**src/rtl/colour_led_player.sv**
```systemverilog
// Colour LED sequence player: captures a streamed round of 2-bit colour codes into a
// 16-entry buffer, then lights each colour for HOLD_CYCLES with GAP_CYCLES dark between.
module colour_led_player #(
    parameter logic [15:0] HOLD_CYCLES = 16'd1000,
    parameter logic [15:0] GAP_CYCLES  = 16'd250
) (
    input  logic       clk,
    input  logic       rst_n,
    input  logic [1:0] colour_in,
    input  logic       colour_valid,
    input  logic       stream_done,
    input  logic       clear,
    output logic [3:0] led,
    output logic       busy,
    output logic       play_done,
    output logic       overflow
);

    typedef enum logic [1:0] {
        ST_IDLE    = 2'd0,
        ST_CAPTURE = 2'd1,
        ST_SHOW    = 2'd2,
        ST_GAP     = 2'd3
    } state_e;

    state_e      state_q, state_d;
    logic [4:0]  count_q, count_d;
    logic [3:0]  rptr_q, rptr_d;
    logic [15:0] timer_q, timer_d;
    logic [3:0]  led_q, led_d;
    logic        busy_q, busy_d;
    logic        play_done_q, play_done_d;
    logic        overflow_q, overflow_d;

    logic [1:0]  colour_mem_q [16];
    logic        wr_en_s;
    logic [3:0]  wr_addr_s;
    logic        advance_s;
    logic        last_s;
    logic        intrude_s;
    logic [3:0]  next_idx_s;

    function automatic logic [3:0] onehot4(input logic [1:0] code);
        onehot4 = 4'b0001 << code;
    endfunction

    // Next-state, datapath and output computation for the player.
    always_comb begin
        state_d     = state_q;
        count_d     = count_q;
        rptr_d      = rptr_q;
        timer_d     = timer_q;
        led_d       = led_q;
        busy_d      = busy_q;
        play_done_d = 1'b0;
        overflow_d  = overflow_q;
        wr_en_s     = 1'b0;
        wr_addr_s   = count_q[3:0];
        advance_s   = 1'b0;
        intrude_s   = colour_valid | stream_done;
        next_idx_s  = rptr_q + 4'd1;
        last_s      = ({1'b0, rptr_q} == (count_q - 5'd1));

        if (clear) begin
            state_d    = ST_IDLE;
            count_d    = 5'd0;
            rptr_d     = 4'd0;
            timer_d    = 16'd0;
            led_d      = 4'b0000;
            busy_d     = 1'b0;
            overflow_d = 1'b0;
        end else begin
            case (state_q)
                ST_IDLE: begin
                    led_d   = 4'b0000;
                    busy_d  = 1'b0;
                    count_d = 5'd0;
                    rptr_d  = 4'd0;
                    timer_d = 16'd0;
                    if (colour_valid) begin
                        wr_en_s   = 1'b1;
                        wr_addr_s = 4'd0;
                        count_d   = 5'd1;
                        busy_d    = 1'b1;
                        // Single-colour round: the buffer is not written yet, so bypass it.
                        if (stream_done) begin
                            state_d = ST_SHOW;
                            timer_d = HOLD_CYCLES;
                            led_d   = onehot4(colour_in);
                        end else begin
                            state_d = ST_CAPTURE;
                        end
                    end else begin
                        state_d = ST_IDLE;
                    end
                end
                ST_CAPTURE: begin
                    busy_d = 1'b1;
                    led_d  = 4'b0000;
                    if (colour_valid) begin
                        if (count_q >= 5'd16) begin
                            overflow_d = 1'b1;
                        end else begin
                            wr_en_s = 1'b1;
                            count_d = count_q + 5'd1;
                        end
                    end else begin
                        count_d = count_q;
                    end
                    if (stream_done) begin
                        state_d = ST_SHOW;
                        rptr_d  = 4'd0;
                        timer_d = HOLD_CYCLES;
                        led_d   = onehot4(colour_mem_q[4'd0]);
                    end else begin
                        state_d = ST_CAPTURE;
                    end
                end
                ST_SHOW: begin
                    if (intrude_s) begin
                        overflow_d = 1'b1;
                    end else begin
                        overflow_d = overflow_q;
                    end
                    if (timer_q <= 16'd1) begin
                        if (GAP_CYCLES != 16'd0) begin
                            state_d = ST_GAP;
                            timer_d = GAP_CYCLES;
                            led_d   = 4'b0000;
                        end else begin
                            advance_s = 1'b1;
                        end
                    end else begin
                        timer_d = timer_q - 16'd1;
                    end
                end
                ST_GAP: begin
                    if (intrude_s) begin
                        overflow_d = 1'b1;
                    end else begin
                        overflow_d = overflow_q;
                    end
                    if (timer_q <= 16'd1) begin
                        advance_s = 1'b1;
                    end else begin
                        timer_d = timer_q - 16'd1;
                    end
                end
                default: begin
                    state_d = ST_IDLE;
                    count_d = 5'd0;
                    rptr_d  = 4'd0;
                    timer_d = 16'd0;
                    led_d   = 4'b0000;
                    busy_d  = 1'b0;
                end
            endcase

            // End of a colour slot: either finish the round or move to the next entry.
            if (advance_s) begin
                if (last_s) begin
                    state_d     = ST_IDLE;
                    count_d     = 5'd0;
                    rptr_d      = 4'd0;
                    timer_d     = 16'd0;
                    led_d       = 4'b0000;
                    busy_d      = 1'b0;
                    play_done_d = 1'b1;
                end else begin
                    state_d = ST_SHOW;
                    rptr_d  = next_idx_s;
                    timer_d = HOLD_CYCLES;
                    led_d   = onehot4(colour_mem_q[next_idx_s]);
                end
            end else begin
                play_done_d = 1'b0;
            end
        end
    end

    // Control and output registers.
    always_ff @(posedge clk or negedge rst_n) begin
        if (!rst_n) begin
            state_q     <= ST_IDLE;
            count_q     <= 5'd0;
            rptr_q      <= 4'd0;
            timer_q     <= 16'd0;
            led_q       <= 4'b0000;
            busy_q      <= 1'b0;
            play_done_q <= 1'b0;
            overflow_q  <= 1'b0;
        end else begin
            state_q     <= state_d;
            count_q     <= count_d;
            rptr_q      <= rptr_d;
            timer_q     <= timer_d;
            led_q       <= led_d;
            busy_q      <= busy_d;
            play_done_q <= play_done_d;
            overflow_q  <= overflow_d;
        end
    end

    // Colour buffer; entries are only read below the current count, so no reset is needed.
    always_ff @(posedge clk) begin
        if (wr_en_s) begin
            colour_mem_q[wr_addr_s] <= colour_in;
        end
    end

    assign led       = led_q;
    assign busy      = busy_q;
    assign play_done = play_done_q;
    assign overflow  = overflow_q;

endmodule
```
**config.mk**
```make
export PLATFORM = sky130hd
export DESIGN_NAME = colour_led_player
export DESIGN_NICKNAME = d
export VERILOG_FILES = /design/src/rtl/colour_led_player.sv
export SDC_FILE = /design/constraint.sdc
export NUM_CORES = 1
export LEC_CHECK = 0
export ABC_CLOCK_PERIOD_IN_PS = 4280
export CAP_MARGIN = 20
export CELL_PAD_IN_SITES_DETAIL_PLACEMENT = 1
export CELL_PAD_IN_SITES_GLOBAL_PLACEMENT = 1
export CORE_ASPECT_RATIO = 0.75
export CORE_MARGIN = 2
export CORE_UTILIZATION = 53
export CTS_CLUSTER_SIZE = 40
export DETAILED_ROUTE_END_ITERATION = 8
export GPL_TIMING_DRIVEN = 1
export PLACE_DENSITY_LB_ADDON = 0.1
export SETUP_SLACK_MARGIN = 0.02
export SLEW_MARGIN = 10
export SYNTH_ARGS = -nofsm -noshare
export SYNTH_HDL_FRONTEND = slang
export SYNTH_SLANG_ARGS = --single-unit
export TNS_END_PERCENT = 1
```
**constraint.sdc**
```tcl
create_clock -name clk -period 4.28 [get_ports clk]
set_input_delay 0.642 -clock clk [delete_from_list [all_inputs] [get_ports clk]]
set_output_delay 0.642 -clock clk [all_outputs]
set_load 0.01 [all_outputs]
```
======== Yosys cells after proc, flatten, opt, wreduce, memory -nomap -nowiden ========
Memories as Yosys holds them, arrays and structs flattened.
Cells that the tools add are included.
operators by class
  reductions and logical operators ........ 9
  eq/ne operators ......................... 10
  multiply operators ...................... 0
  div/mod/pow operators ................... 0
  shifts and indexed selects .............. 3
  bitwise operators ....................... 1
  $lt $le $gt $ge ......................... 2
  $add $sub $neg .......................... 4
  mux-type cells .......................... 61
operators with widths
  kind                                                                    count
  16-bit two-way mux                                                      5
  16-bit case mux with 4 select lines                                     1
  4-bit two-way mux                                                       14
  10-bit two-way mux                                                      3
  5-bit two-way mux                                                       5
  1-bit two-way mux                                                       20
  16-bit by 1-bit <= comparator with 1-bit output, second input constant  1
  16-bit by 1-bit subtractor with 16-bit output, second input constant    1
  2-bit two-way mux                                                       6
  4-bit != test, second input constant                                    3
  4-bit case mux with 3 select lines                                      1
  1-bit by 2-bit << shifter with 4-bit output, first input constant       3
  5-bit case mux with 2 select lines                                      1
  4-bit case mux with 2 select lines                                      1
  3-bit != test, second input constant                                    2
  1-bit case mux with 2 select lines                                      3
  2-bit case mux with 3 select lines                                      1
  2-bit AND reduction                                                     3
  5-bit by 1-bit adder with 5-bit output, second input constant           1
  4-bit by 5-bit == test with 1-bit output                                1
  5-bit greater-or-equal comparator, second input constant                1
  5-bit nonzero test                                                      1
  5-bit by 1-bit subtractor with 5-bit output, second input constant      1
  4-bit by 1-bit adder with 4-bit output, second input constant           1
  9 further kinds                                                         10
storage, ports and cells
  memories kept ........................... 1
  memory bits (writable) .................. 32
  logic and storage cells ................. 99
  memory bits (read-only) ................. 0
  output and inout port bits .............. 7
  bits in latches ......................... 0
  bits in registers ....................... 34
memory list
  name          words  bits a word  rd ports  clocked after memory_dff  write ports  line  text
  colour_mem_q  16     2            2         0                         1            35    logic [1:0] colour_mem_q [16];

======== Logic depth before layout (Yosys ltp) ========
Gate-level depths: netlist of the first run.
  word-level depth ........................ 7
  depth in mapped cells ................... 10
  depth with buffers taken out ............ 8

======== Worst setup path after synthesis of the first run ========
OpenSTA, ideal clock, no wires.
  path type ............................... register to register
  start point ............................. reg rptr_q[0]
  end point ............................... reg led_q[0], in the netlist led[0]
  buffers on the path ..................... 1
  setup time .............................. 66 ps
  arrival ................................. 2173 ps
  stages on the path, launching flop included .. 7
  data required time ...................... 4214 ps
  path slack .............................. 2041 ps
  path through ............................ dfrtp_1 > ha_1 > buf_2 > mux4_2 > mux4_2 > and2b_1 > a221o_1
between the ends
  longest elaborated chain between the ends .. 6
  elaborated cells between the ends (all ways) .. 7
  classes of those cells .................. 1 x add/sub; 1 x eq/ne; 1 x shift; 3 x mux; 1 x memory
ends and longest elaborated chain
  item                                         line  text
  start, declared                              28    logic [3:0] rptr_q, rptr_d;
  start signal, assigned                       195   rptr_q <= rptr_d;
  4-bit by 1-bit adder with 4-bit output       61    next_idx_s = rptr_q + 4'd1;
  memory read 16 x 2 bit                       n/a
  1-bit by 2-bit << shifter with 4-bit output  44    onehot4 = 4'b0001 << code;
  4-bit two-way mux (*)                        161   if (last_s) begin
  4-bit two-way mux (*)                        160   if (advance_s) begin
  4-bit two-way mux (*)                        64    if (clear) begin
  end signal, assigned                         197   led_q <= led_d;
  end, declared                                30    logic [3:0] led_q, led_d;
Mark *: on every way between the ends. The rest lies on a longest branch, timed or not.
A chain may end at the register's enable or synchronous reset.

======== Worst setup path after layout of the first run ========
Same ends and word-level chain as after synthesis.

==> reports/qor.yml, run 1 <==
outcome: "complete, no violations"
max_stage_delay_ns: 0.71
final_core_util: 0.5952
drv_cap: 0
yosys.area.top_type: "edfxtp_1"
clockBufferDepth: 2
clockRootBuffer: "clkbuf_8"
finalCritPeriodShare: 0.6745
drt_first_iter_violations: 172
criticalPathCategory: "reg -> reg"
place_area_um2: 3791
num_rows: 26
vias_per_cell: 6.478
gp_congestion: 0.8658
crit_path_end_kind: "register"
final_area_um2: 3989
synth_top_area_share: 0.2655
synth_edf_count: 32
cp_common_cell: "mux4_2"
clock_sinks: 66
post-cts-setup-buffers: 0
r2r_setup_slack_ns: 1.39
antenna_cells: 0
slew_viol_final: 0
ys_dominant_reg_cell: "dfrtp_1"
cts_tree: "done"
totalWireLength_mm: 9.601
hold_class: "in -> async"
grt_pass1_vias: 2780
final_layout_size_suffix_gt1_frac: 0.1072
crit_chain: "ha_1 > mux4_2 > mux4_2 > and2b_1 > a221o_1"
die_area_um2: 7514
async_flop_share: 0.5152
p_per_area_nw_per_um2: 531.7
worst_pin_slew_ns: 0.8551
final_common_cell: "nor2_1"
ys_warn_count: 0
timing.fmax_mhz: 346.4
clk_pin_slew_ns: 0.08
post_cts_resized: 0
drtAntennaViolNets: 0
synth.area.top_cells: "edfxtp_1 27%, dfrtp_1 24%, mux4_2 5.6%"
timing.rr.end: "led[0]$_DFFE_PN0P_"
setup_tns_ns: 0
port_buffers: 13
worstPathRequired_ns: 4.57
place_hpwl_mm: 6.850
dr.pass1.iters: 4
crit_fanout: 13
p_leak_uw: 0.001538
antenna_found_initial: 0
crit_slowest_cell: "ha_1"
fin_worst_skew_ns: 0.009049
core-area_um2: 6701
hold_ws_ns: 0.3798
multi_input_area_um2: 1712
grt_usage: 0.2764
clk_latency_ns: 0.35
ff_latch_area_um2: 1812
period_minus_slack_ns: 2.887
grt_max_degree: 35
dp_slack_ns: 1.221
setup_viol: 0
fill_cells: 711
netlist_instances: 328
nNetsFinal: 358
vias: 2779
ys_ff_latch: 66
yosysSeqAreaShare: 0.5005
r2r_cells: 5
hold_viol: 0
r2r-start: "rptr_q[0]$_DFFE_PN0P_"
setup_ws_ns: 1.393
ys_types: 61
htree_num_levels: 3
synth_area_per_cell_um2: 11.04
start_kind: "register"
irDropWorstVdd_mv: 0.3237
syn-num-nets: 346
arrival_ns: 3.18
timing.slew.headroom: 0.4247
drc: 0
rsz0062_at_grt: "no"
mostFrequentLayoutCells: "43 x nor2_1, 34 x dfrtp_1, 32 x edfxtp_1"
area_growth_pct: 10.20
ctsHoldBuffers: 0
die_y_um: 75.57
fp.dieW_um: 99.43
grt_pass1_wl_mm: 15.45
wl_per_cell_um: 22.38
cts_buffers: 9
netlist_area_um2: 3620
overflow: 0
io_pins: 14
initial_core_util: 0.5401
-- logic make-up (layout without fill, tap and decap cells) --
| logic type | count (synthesis) | after routing | share of synthesized area |
|---|---|---|---|
| AO/OA/AOI/OAI | 71 | 71 | 0.1372 |
| XOR/XNOR | 16 | 16 | 0.04079 |
| adder cells (fa/ha/maj) | 11 | 11 | 0.03802 |
| buffers and inverters | 22 | 39 | 0.02662 |
| flip-flops | 66 | 66 | 0.5005 |
| multiplexers | 15 | 15 | 0.07293 |
| AND/OR/NAND/NOR | 127 | 127 | 0.1839 |
-- routing by layer --
layer,share of wire,GRT usage
met5,0,0
met2,0.44,0.4099
met1,0.50,0.4142
met3,0.049,0.05596
met4,0.014,0.08524
-- sequential cells by signal (all words and copies together), names as in the netlist --
signal and flops:
busy 1, colour_mem_q 32, count_q 5, led 4
overflow 1, play_done 1, rptr_q 4, state_q 2
timer_q 16
-- cell usage after synthesis, types with 3 or more instances --
cell	number
edfxtp_1	32
nor4_1	4
nor2_1	43
buf_2	5
mux4_2	9
o2bb2ai_1	6
ha_1	11
nor3b_1	5
nand3_1	12
dfrtp_1	34
nand3b_1	3
nand4_1	4
a21oi_1	12
a31oi_1	3
nand2_1	20
a32o_1	3
o21ai_0	21
nor3_1	13
inv_1	10
a22oi_1	5
xnor2_1	9
xor2_1	6
mux2i_1	5
clkbuf_1	6
or3_1	3
-- area by class of cell --
class	instances	area share
clock buffer	13	0.03984
clock inverter	3	0.009724
inverter	10	0.009410
multi-input combinational	240	0.4291
sequential	66	0.4542
tap	84	0.02635
timing repair buffer	13	0.03137
-- report_power, final --
group          internal (uW)  switching, uW
clock                    299            236
sequential               718           81.3
combinational            287            498
total                   1300            816
-- per-stage QoR --
stage | total power [uW] | cells
2_1_floorplan | 1359 | 328
3_3_place_gp | 1551 | 413
3_5_place_dp | 1572 | 413
4_1_cts | 2117 | 429
5_1_grt | 2238 | 429
6_report | 2121 | 429
-- worst max-delay path: cells and delay by family, from the launching register on --
family / cells / cell delay (ns)
adder cells (fa/ha/maj): 1 / 0.71
AND/OR/NAND/NOR: 1 / 0.26
AO/OA/AOI/OAI: 1 / 0.15
multiplexers: 2 / 1.07
flip-flops: 1 / 0.64
-- how the worst max path moves through the flow --
stage | startpoint | endpoint | slack [ns] | depth (start not counted)
2_1_floorplan | rptr_q[0]$_DFFE_PN0P_ | led[0]$_DFFE_PN0P_ | 2.04 | 6
3_3_place_gp | clear | timer_q[13]$_DFFE_PN0P_ | 1.40 | 7
3_5_place_dp | clear | timer_q[13]$_DFFE_PN0P_ | 1.22 | 7
4_1_cts | rptr_q[0]$_DFFE_PN0P_ | led[0]$_DFFE_PN0P_ | 1.38 | 5
5_1_grt | state_q[1]$_DFFE_PN0P_ | colour_mem_q[3][0]$_DFFE_PP_ | 1.18 | 6
6_report | rptr_q[0]$_DFFE_PN0P_ | led[0]$_DFFE_PN0P_ | 1.39 | 5
No activity file was read; power rests on OpenSTA's default activity.
==> inputs of run 2 (changes only) <==
--- a/config.mk
+++ b/config.mk
@@ -5,13 +5,13 @@
 export SDC_FILE = /design/constraint.sdc
 export NUM_CORES = 1
 export LEC_CHECK = 0
-export ABC_CLOCK_PERIOD_IN_PS = 4280
+export ABC_CLOCK_PERIOD_IN_PS = 3000
 export CAP_MARGIN = 20
 export CELL_PAD_IN_SITES_DETAIL_PLACEMENT = 1
 export CELL_PAD_IN_SITES_GLOBAL_PLACEMENT = 1
 export CORE_ASPECT_RATIO = 0.75
 export CORE_MARGIN = 2
-export CORE_UTILIZATION = 53
+export CORE_UTILIZATION = 49
 export CTS_CLUSTER_SIZE = 40
 export DETAILED_ROUTE_END_ITERATION = 8
 export GPL_TIMING_DRIVEN = 1
==> constraint.sdc (replaced) <==
create_clock -name clk -period 3 [get_ports clk]
set_input_delay 0.45 -clock clk [delete_from_list [all_inputs] [get_ports clk]]
set_output_delay 0.45 -clock clk [all_outputs]
set_load 0.01 [all_outputs]
==> run 2 against run 1 <==
Compared with the run above:
- combinational power up 48%
- clock power up 57%
- sequential power up 41%
- count of clock-buffer cells in the layout down 4
- setup slack worse by 0.95 ns
- register-to-register slack worse by 0.95 ns
- flip-flop and latch count unchanged
- maximum frequency up 13%
- utilization down 3.1 points
- critical path depth up 4
- worst hold slack worse by 0.21 ns
- critical path type unchanged
- highest routed layer unchanged
==> reports/qor.yml, run 2 (synthesis gave the netlist of run 1 again) <==
hold_class: "in -> async"
drt_first_iter_violations: 173
clk_latency_ns: 0.35
period_minus_slack_ns: 2.552
irDropWorstVdd_mv: 0.3334
vias: 2803
criticalPathCategory: "reg -> reg"
worst_pin_slew_ns: 0.7877
crit_slowest_cell: "o21ai_0"
crit_fanout: 13
overflow: 0
area_growth_pct: 13.17
clock_sinks: 66
fp.dieW_um: 103.2
grt_pass1_vias: 2800
die_area_um2: 8098
finalCritPeriodShare: 0.8507
clk_pin_slew_ns: 0.08
grt_max_degree: 35
hold_ws_ns: 0.1666
post_cts_resized: 0
crit_chain: "inv_1 > ha_1 > nor2_1 > nor4_2 > nand3_2 > buf_4 > o21ai_0 > a21oi_1 > o2bb2ai_1"
rsz0062_at_grt: "no"
setup_viol: 0
die_y_um: 78.44
crit_path_end_kind: "register"
top_register: "colour_mem_q"
fin_worst_skew_ns: 0.009687
path_delay_family: "compound AO/OA/AOI/OAI gates"
max_stage_delay_ns: 0.48
clockBufferDepth: 2
p_per_area_nw_per_um2: 765.1
grt_pass1_wl_mm: 15.86
io_pins: 14
ctsHoldBuffers: 0
worst-path-buf-inv: 2
p_leak_uw: 0.001594
mostFrequentLayoutCells: "43 x nor2_1, 34 x dfrtp_1, 32 x edfxtp_1"
place_hpwl_mm: 7.092
wl_per_cell_um: 21.33
drc: 0
post-cts-setup-buffers: 0
antenna_found_initial: 0
dr.pass1.iters: 4
cts_tree: "done"
cts_buffers: 9
hold_viol: 0
r2r-start: "timer_q[0]$_DFFE_PN0P_"
drtAntennaViolNets: 0
reg_top3: "colour_mem_q (32), timer_q (16), count_q (5)"
port_buffers: 13
htree_num_levels: 3
final_common_cell: "nor2_1"
timing.fmax_mhz: 391.8
largest_register_ffs: 32
antenna_cells: 0
drv_cap: 0
vias_per_cell: 6.160
final_core_util: 0.5640
crit_start: "timer_q[0]$_DFFE_PN0P_"
gp_congestion: 0.8386
initial_core_util: 0.4984
start_kind: "register"
totalWireLength_mm: 9.703
clockRootBuffer: "clkbuf_8"
worstPathRequired_ns: 3.27
slew_viol_final: 0
core-area_um2: 7263
final_layout_size_suffix_gt1_frac: 0.1384
num_rows: 27
grt_usage: 0.2657
arrival_ns: 2.82
nNetsFinal: 367
timing.slew.headroom: 0.4749
outcome: "complete, no violations"
setup_tns_ns: 0
-- run 2: path summary, 6_finish.rpt --
check	slack [ns]	end	cells after the start
max in group asynchronous	2.32	count_q[2]$_DFF_PN0_	1
worst max register to register	0.45	timer_q[7]$_DFFE_PN0P_	9
worst min-delay path	0.17	timer_q[14]$_DFFE_PN0P_	1
worst max-delay path	0.45	timer_q[7]$_DFFE_PN0P_	9
worst min register to register	0.50	timer_q[8]$_DFFE_PN0P_	1
min in group clk	0.50	timer_q[8]$_DFFE_PN0P_	1
-- run 2: cell type report --
cell class	instances	area, um^2
clock buffer	9	123.9
multi-input combinational	240	1712
clock inverter	7	92.59
fill	767	3167
sequential	66	1812
inverter	10	37.54
timing repair buffer	22	192.7
tap	101	126.4
-- run 2: power breakdown --
group,switching [uW],internal [uW]
clock network,371,468
registers,108,1020
logic,715,449
-- run 2: layer usage --
metal,share of wire,up-vias,routed length [um],track usage
met5,0,-,0,0
met4,0.012,0,113,0.06711
met2,0.42,79,4111,0.3623
met1,0.50,1441,4880,0.4187
li1,-,1272,-,-
met3,0.062,11,597,0.06679
-- run 2: through the flow --
step / std cells / instance area (um^2) / worst slack, ns / power (uW)
2_1_floorplan: 328 / 3620 / 0.7613 / 1939
3_3_place_gp: 439 / 3880 / 0.5309 / 2252
3_5_place_dp: 439 / 3880 / 0.3943 / 2280
4_1_cts: 455 / 4096 / 0.5180 / 3140
5_1_grt: 455 / 4096 / 0.2726 / 3306
6_report: 455 / 4096 / 0.4478 / 3134
==> RTL edit 1, RTL diff (config.mk and constraints of run 2) <==
Add an input register stage for `colour_in`, `colour_valid`, `stream_done` and `clear`, without a reset; this delays them by one clock.
--- a/src/rtl/colour_led_player.sv
+++ b/src/rtl/colour_led_player.sv
@@ -25,2 +25,14 @@
 
+    logic [1:0] colour_q;
+    logic colour_valid_q;
+    logic stream_done_q;
+    logic clear_q;
+
+    always_ff @(posedge clk) begin
+        colour_q       <= colour_in;
+        colour_valid_q <= colour_valid;
+        stream_done_q  <= stream_done;
+        clear_q        <= clear;
+    end
+
     state_e      state_q, state_d;
@@ -59,3 +71,3 @@
         advance_s   = 1'b0;
-        intrude_s   = colour_valid | stream_done;
+        intrude_s   = colour_valid_q | stream_done_q;
         next_idx_s  = rptr_q + 4'd1;
@@ -63,3 +75,3 @@
 
-        if (clear) begin
+        if (clear_q) begin
             state_d    = ST_IDLE;
@@ -79,3 +91,3 @@
                     timer_d = 16'd0;
-                    if (colour_valid) begin
+                    if (colour_valid_q) begin
                         wr_en_s   = 1'b1;
@@ -85,6 +97,6 @@
                         // Single-colour round: the buffer is not written yet, so bypass it.
-                        if (stream_done) begin
+                        if (stream_done_q) begin
                             state_d = ST_SHOW;
                             timer_d = HOLD_CYCLES;
-                            led_d   = onehot4(colour_in);
+                            led_d   = onehot4(colour_q);
                         end else begin
@@ -99,3 +111,3 @@
                     led_d  = 4'b0000;
-                    if (colour_valid) begin
+                    if (colour_valid_q) begin
                         if (count_q >= 5'd16) begin
@@ -109,3 +121,3 @@
                     end
-                    if (stream_done) begin
+                    if (stream_done_q) begin
                         state_d = ST_SHOW;
@@ -206,3 +218,3 @@
         if (wr_en_s) begin
-            colour_mem_q[wr_addr_s] <= colour_in;
+            colour_mem_q[wr_addr_s] <= colour_q;
         end
Formal check against the unedited RTL: not equivalent (a bounded check fails within 4 cycles, from zero or initial values and one cycle with rst_n low).
==> RTL edit 1 against run 2 <==
Final area increased by 3.6%; area after synthesis increased by 3.6%; count of clock-buffer cells in the layout increased by 1; worst setup slack got worse by 0.033 ns; first-iteration DRC count increased by 17%; routed wire length increased by 2.2%; utilization increased by 1.2 points; die area increased by 3.4%; worst hold slack improved by 0.011 ns; largest cell class unchanged; sequential cell count increased by 5.
Power is not compared: it rests on default switching activity, and its combinational part moved more than twofold at a synthesized area within 25%.
==> RTL edit 1: results (changes against run 2) <==
The adder-cell share of the synthesized area works out to 3.67% (-0.13 points). The portion of netlist area occupied by mux cells is 7.94% (+0.65 points), and the violation count after the first detailed-routing iteration is 202 (+17%). The logs give 51.0% (+0.93 points) for the fraction of the yosys area taken by sequential cells and 0.842 (+0.37%) for the final weighted congestion of routability-driven global placement.

The detailed placer's ending HPWL was 7.19 mm (+1.4%). The number of buffer cells added on primary ports was 13 (unchanged). The flow ran to the end, and the final reports show no timing, DRC or antenna violations. The largest fanout on the critical path is 6 (-7). The maximum single-stage delay on the critical path came out at 0.59 ns (+0.11 ns). The logs give 0.457 ns (+0.0626 ns) for the worst-case setup slack after placement and 385 (+4.9%) for the number of nets in the layout. The tools report the distinct cell type count of the synthesized netlist as 58 (-4.9%). The fraction of layout cells with a size suffix above 1 was 12.4% (-1.5 points); the post-synth net total was 356 (+2.9%).

Sorting the synthesized cells by area gives the leading types as sky130_fd_sc_hd__edfxtp_1 26%, sky130_fd_sc_hd__dfrtp_1 23%, sky130_fd_sc_hd__nor2_1 4.5%, sky130_fd_sc_hd__ha_1 3.7%, sky130_fd_sc_hd__mux4_1 3.5%. The commonest cells after synthesis are 45 x sky130_fd_sc_hd__nor2_1, 34 x sky130_fd_sc_hd__dfrtp_1, 32 x sky130_fd_sc_hd__edfxtp_1, 22 x sky130_fd_sc_hd__o21ai_0, 20 x sky130_fd_sc_hd__nand2_1. The met2 usage was 37.4% (+1.2 points).

Met1 routing resource usage after global routing: 40.0% (-1.9 points). The logs give 9.92 mm (+2.2%) for the total wirelength of the detailed-routed design and 16.5 mm (+4.4%) for the wire length of the first global-routing pass. The global routing usage on met3 was 5.71% (-0.96 points); the initial antenna violation count was 1 (+1). The minimum clock period after layout is 2.59 ns (+0.0330 ns), and the total number of clock tree sinks is 71 (+7.6%).

The parity-gate share of the synthesized area counting xor and xnor cells came out at 2.90% (-1.2 points). The compound-cell area share of the yosys netlist is 13.2% (-0.48 points). The number of vias per cell after detailed routing works out to 6.10 (-1.1%). The slowest stage of the critical path is the sky130_fd_sc_hd__mux4_1 cell. The aggregate global-route resource usage was 26.1% (-0.42 points); the transition time at the pin with the least slew margin was 0.809 ns (+0.0210 ns).
==> RTL edit 1: cell types whose count changed after synthesis, moves of 3 or more <==
cell / delta
sky130_fd_sc_hd__a32o_1: -3
sky130_fd_sc_hd__dfxtp_1: +5
sky130_fd_sc_hd__or3_1: +4
sky130_fd_sc_hd__a22oi_1: -4
sky130_fd_sc_hd__mux2i_1: -3
sky130_fd_sc_hd__nand3_1: +4
sky130_fd_sc_hd__nand2b_1: +6
sky130_fd_sc_hd__a221o_1: +3
sky130_fd_sc_hd__mux4_1: +5
sky130_fd_sc_hd__o2bb2ai_1: -3
sky130_fd_sc_hd__xnor2_1: -6
sky130_fd_sc_hd__mux4_2: -4
==> RTL edit 1: layout make-up <==
class                      instances  area (um^2)
timing repair buffer              29          243
fill                             821         3120
inverter                          11         41.3
sequential                        71         1910
clock buffer                      10          128
multi-input combinational        245         1730
clock inverter                     6         61.3
tap                              101          126
==> RTL edit 1: routing by layer <==
metal / up-vias / part of all wire (%)
met5: - / 0.12
met3: 13 / 5.9
li1: 1333 / -
met4: 2 / 1.0
met1: 1457 / 51
met2: 78 / 42
==> RTL edit 1: worst max-delay path: cells and delay by family (launching register included) <==
family / cells / cell delay [ns]
flip-flops: 1 / 0.45
AND/OR/NAND/NOR: 1 / 0.15
multiplexers: 2 / 1.09
AO/OA/AOI/OAI: 1 / 0.32
adder cells (fa/ha/maj): 1 / 0.46
==> RTL edit 1: power breakdown <==
part           switching, W  internal (W)  total [W]
Sequential        0.0000371       0.00105    0.00109
Clock              0.000375      0.000381   0.000756
Combinational      0.000277      0.000169   0.000446
Total              0.000689       0.00160    0.00229
==> RTL edit 1: logic make-up (layout without fill, tap and decap cells) <==
| group | after synthesis | after routing |
|---|---|---|
| simple gates | 135 | 135 |
| compound gates | 74 | 74 |
| flops | 71 | 71 |
| buf+inv | 22 | 56 |
| mux | 15 | 15 |
| fa+ha+maj | 11 | 11 |
| xor+xnor | 10 | 10 |
==> RTL edit 1: per-stage QoR <==
stage / cells / hold WS, ns / area, um^2 / power, W
floorplan: 338 / 0.154 / 3750 / 0.00138
global placement: 456 / 0.506 / 4050 / 0.00152
detailed placement: 456 / 0.508 / 4050 / 0.00154
CTS: 472 / 0.192 / 4240 / 0.00229
global route: 473 / 0.232 / 4250 / 0.00238
finish: 473 / 0.178 / 4250 / 0.00229
==> RTL edit 1: path summary, 6_finish.rpt <==
check | depth (start not counted) | startpoint | to
setup / recovery | 5 | rptr_q[1] | led[3]
hold / removal | 1 | rst_n | timer_q[12]
setup reg to reg | 5 | rptr_q[1] | led[3]
hold reg to reg | 1 | led[1] | led[1]
max in group asynchronous | 1 | rst_n | count_q[2]
min in group clk | 1 | led[1] | led[1]
==> RTL edit 2, RTL diff (flow settings as in run 2) <==
Without the edit above. Change the parameter `HOLD_CYCLES` from 16'd1000 to 16'd500.
--- a/src/rtl/colour_led_player.sv
+++ b/src/rtl/colour_led_player.sv
@@ -3,3 +3,3 @@
 module colour_led_player #(
-    parameter logic [15:0] HOLD_CYCLES = 16'd1000,
+    parameter logic [15:0] HOLD_CYCLES = 16'd500,
     parameter logic [15:0] GAP_CYCLES  = 16'd250
Check against the original RTL: same outputs for any inputs over 4 cycles, from zero or initial values and one cycle with rst_n low; that may be too few to reach the edited logic, so the function may still have changed.
==> RTL edit 2 against run 2 <==
Final area increased by 1.7%; sequential cell count unchanged; worst setup slack improved by 0.014 ns; area after synthesis increased by 0.66%; worst hold slack improved by 0.0083 ns; routed wire length decreased by 4.9%.
Power is not compared: it rests on default switching activity, and its combinational part moved more than twofold at a synthesized area within 25%.
==> RTL edit 2: results (changes against run 2) <==
The flow ran to the end, and the final reports show no timing, DRC or antenna violations. The worst reg2reg path depth works out to 8 (-1). The tools report the data arrival at the endpoint of the critical path as 2.78 ns (-0.04 ns).

The instance area after placement came out at 0.00393 mm^2 (+1.2%). The aggregate global-route resource usage is 24.8% (-1.8 points), and the final weighted congestion of routability-driven global placement is 0.842 (+0.39%). The clock latency at the later pin of the worst-skew pair was 0.35 ns (about the same).

The setup clock skew after layout is 0.0104 ns (+0.000734 ns). The wire length of the first global-routing pass is 15.4 mm (-2.7%), and the headroom to the max-slew limit is 47.6% (+0.097 points). For the layout filler cell count, the log shows 782 (+2.0%).

Via count: 2718 (-3.0%). Detailed placer's ending HPWL: 6.74 mm (-4.9%). By area the synthesized netlist is led by sky130_fd_sc_hd__edfxtp_1 26%, sky130_fd_sc_hd__dfrtp_1 23%, sky130_fd_sc_hd__mux4_2 5.6%, sky130_fd_sc_hd__nor2_1 3.9%, sky130_fd_sc_hd__ha_1 3.8%.

The run gives 353 (+2.0%) as the post-synth net total. The run gives 0 ns (unchanged) as the total negative slack for setup checks. The number of nets in the layout was 376 (+2.5%).

Fraction of layout cells with a size suffix above 1: 13.5% (-0.34 points). For the worst hold slack, the log shows 0.175 ns (+0.00831 ns). For the total instance count after detailed placement, the log shows 448 (+2.1%). The violation count after the first detailed-routing iteration is 141 (-18%). By count the netlist is led by 38 x sky130_fd_sc_hd__nor2_1, 34 x sky130_fd_sc_hd__dfrtp_1, 32 x sky130_fd_sc_hd__edfxtp_1, 29 x sky130_fd_sc_hd__nand2_1, 23 x sky130_fd_sc_hd__o21ai_0. The largest fanout on the critical path works out to 10 (-3). For this design, the slowest cell found on the critical path is sky130_fd_sc_hd__dfrtp_1. The tools report the distinct cell type count of the synthesized netlist as 52 (-15%). The number of warning messages in the yosys log is 0 (unchanged), and the filler-free cell count of the finished design is 464 (+2.0%). The mean post-synth cell area is 10.9 um^2 (-1.4%). Total wirelength of the detailed-routed design: 9.23 mm (-4.9%). The tools report the TritonCTS buffer count as 9 (unchanged).

The via count of the first global-routing pass was 2871 (+2.5%). The kind of cell with the highest combined delay along the critical path is simple AND/OR/NAND/NOR gates. Tracing the worst setup path back leads to its startpoint at count_q[1]. The tools report the fraction of the yosys area taken by sequential cells as 49.7% (-0.33 points).
-- RTL edit 2: power groups by stage --
stage | clock (W) | combinational [W] | sequential [W]
detailed placement | 0 | 0.000561 | 0.00104
floorplan | 0 | 0.000395 | 0.00103
global route | 0.000964 | 0.000629 | 0.00103
CTS | 0.000937 | 0.000565 | 0.00102
finish | 0.000920 | 0.000564 | 0.00102
global placement | 0 | 0.000548 | 0.00104
-- RTL edit 2: area by class of cell --
| cell class | instances | area share [%] |
|---|---|---|
| multi-input cells | 245 | 41.6 |
| well taps | 101 | 3.03 |
| clock inverters | 7 | 2.79 |
| clock buffers | 9 | 2.97 |
| flip-flops and latches | 66 | 43.5 |
| inverters | 11 | 0.991 |
| repair buffers | 25 | 5.16 |
-- RTL edit 2: worst max path at each step --
stage | end | cells past startpoint
6_report | timer_q[2] | 8
5_1_grt | timer_q[2] | 8
4_1_cts | timer_q[2] | 8
3_5_place_dp | colour_mem_q[5][0] | 7
3_3_place_gp | colour_mem_q[1][1] | 7
2_1_floorplan | led[0] | 6
-- RTL edit 2: through the flow --
step / total power [W] / utilization [%] / setup slack [ns]
global route: 0.00262 / 57.4 / 0.242
CTS: 0.00253 / 57.4 / 0.447
global placement: 0.00159 / 54.1 / 0.472
detailed placement: 0.00160 / 54.1 / 0.392
finish: 0.00251 / 57.4 / 0.462
floorplan: 0.00143 / - / 0.717
-- RTL edit 2: kinds of logic (layout without fill, tap and decap cells) --
| kind of cell | after synthesis | after routing | synth area share [%] |
|---|---|---|---|
| buffers and inverters | 24 | 52 | 2.71 |
| muxes | 22 | 22 | 9.20 |
| DFF | 66 | 66 | 49.7 |
| xor gates and xnor gates | 16 | 16 | 4.22 |
| and+or+nand+nor | 133 | 133 | 19.4 |
| AOI/OAI and AO/OA | 63 | 63 | 10.9 |
| adders and majority gates | 11 | 11 | 3.78 |
-- RTL edit 2: worst reg2reg max path: cells and delay by family (launching register included) --
family	cells	cell delay, ns
AO/OA/AOI/OAI	1	0.23
XOR/XNOR	1	0.15
adder cells (fa/ha/maj)	1	0.32
buffers and inverters	1	0.10
flip-flops	1	0.49
AND/OR/NAND/NOR	4	1.16
-- RTL edit 2: metal layers --
metal,vias up,track usage [%],part of all wire (%)
met5,-,0,0
met3,12,4.15,2.7
met2,36,35.6,43
met4,0,6.76,1.2
li1,1274,-,-
met1,1396,38.8,53
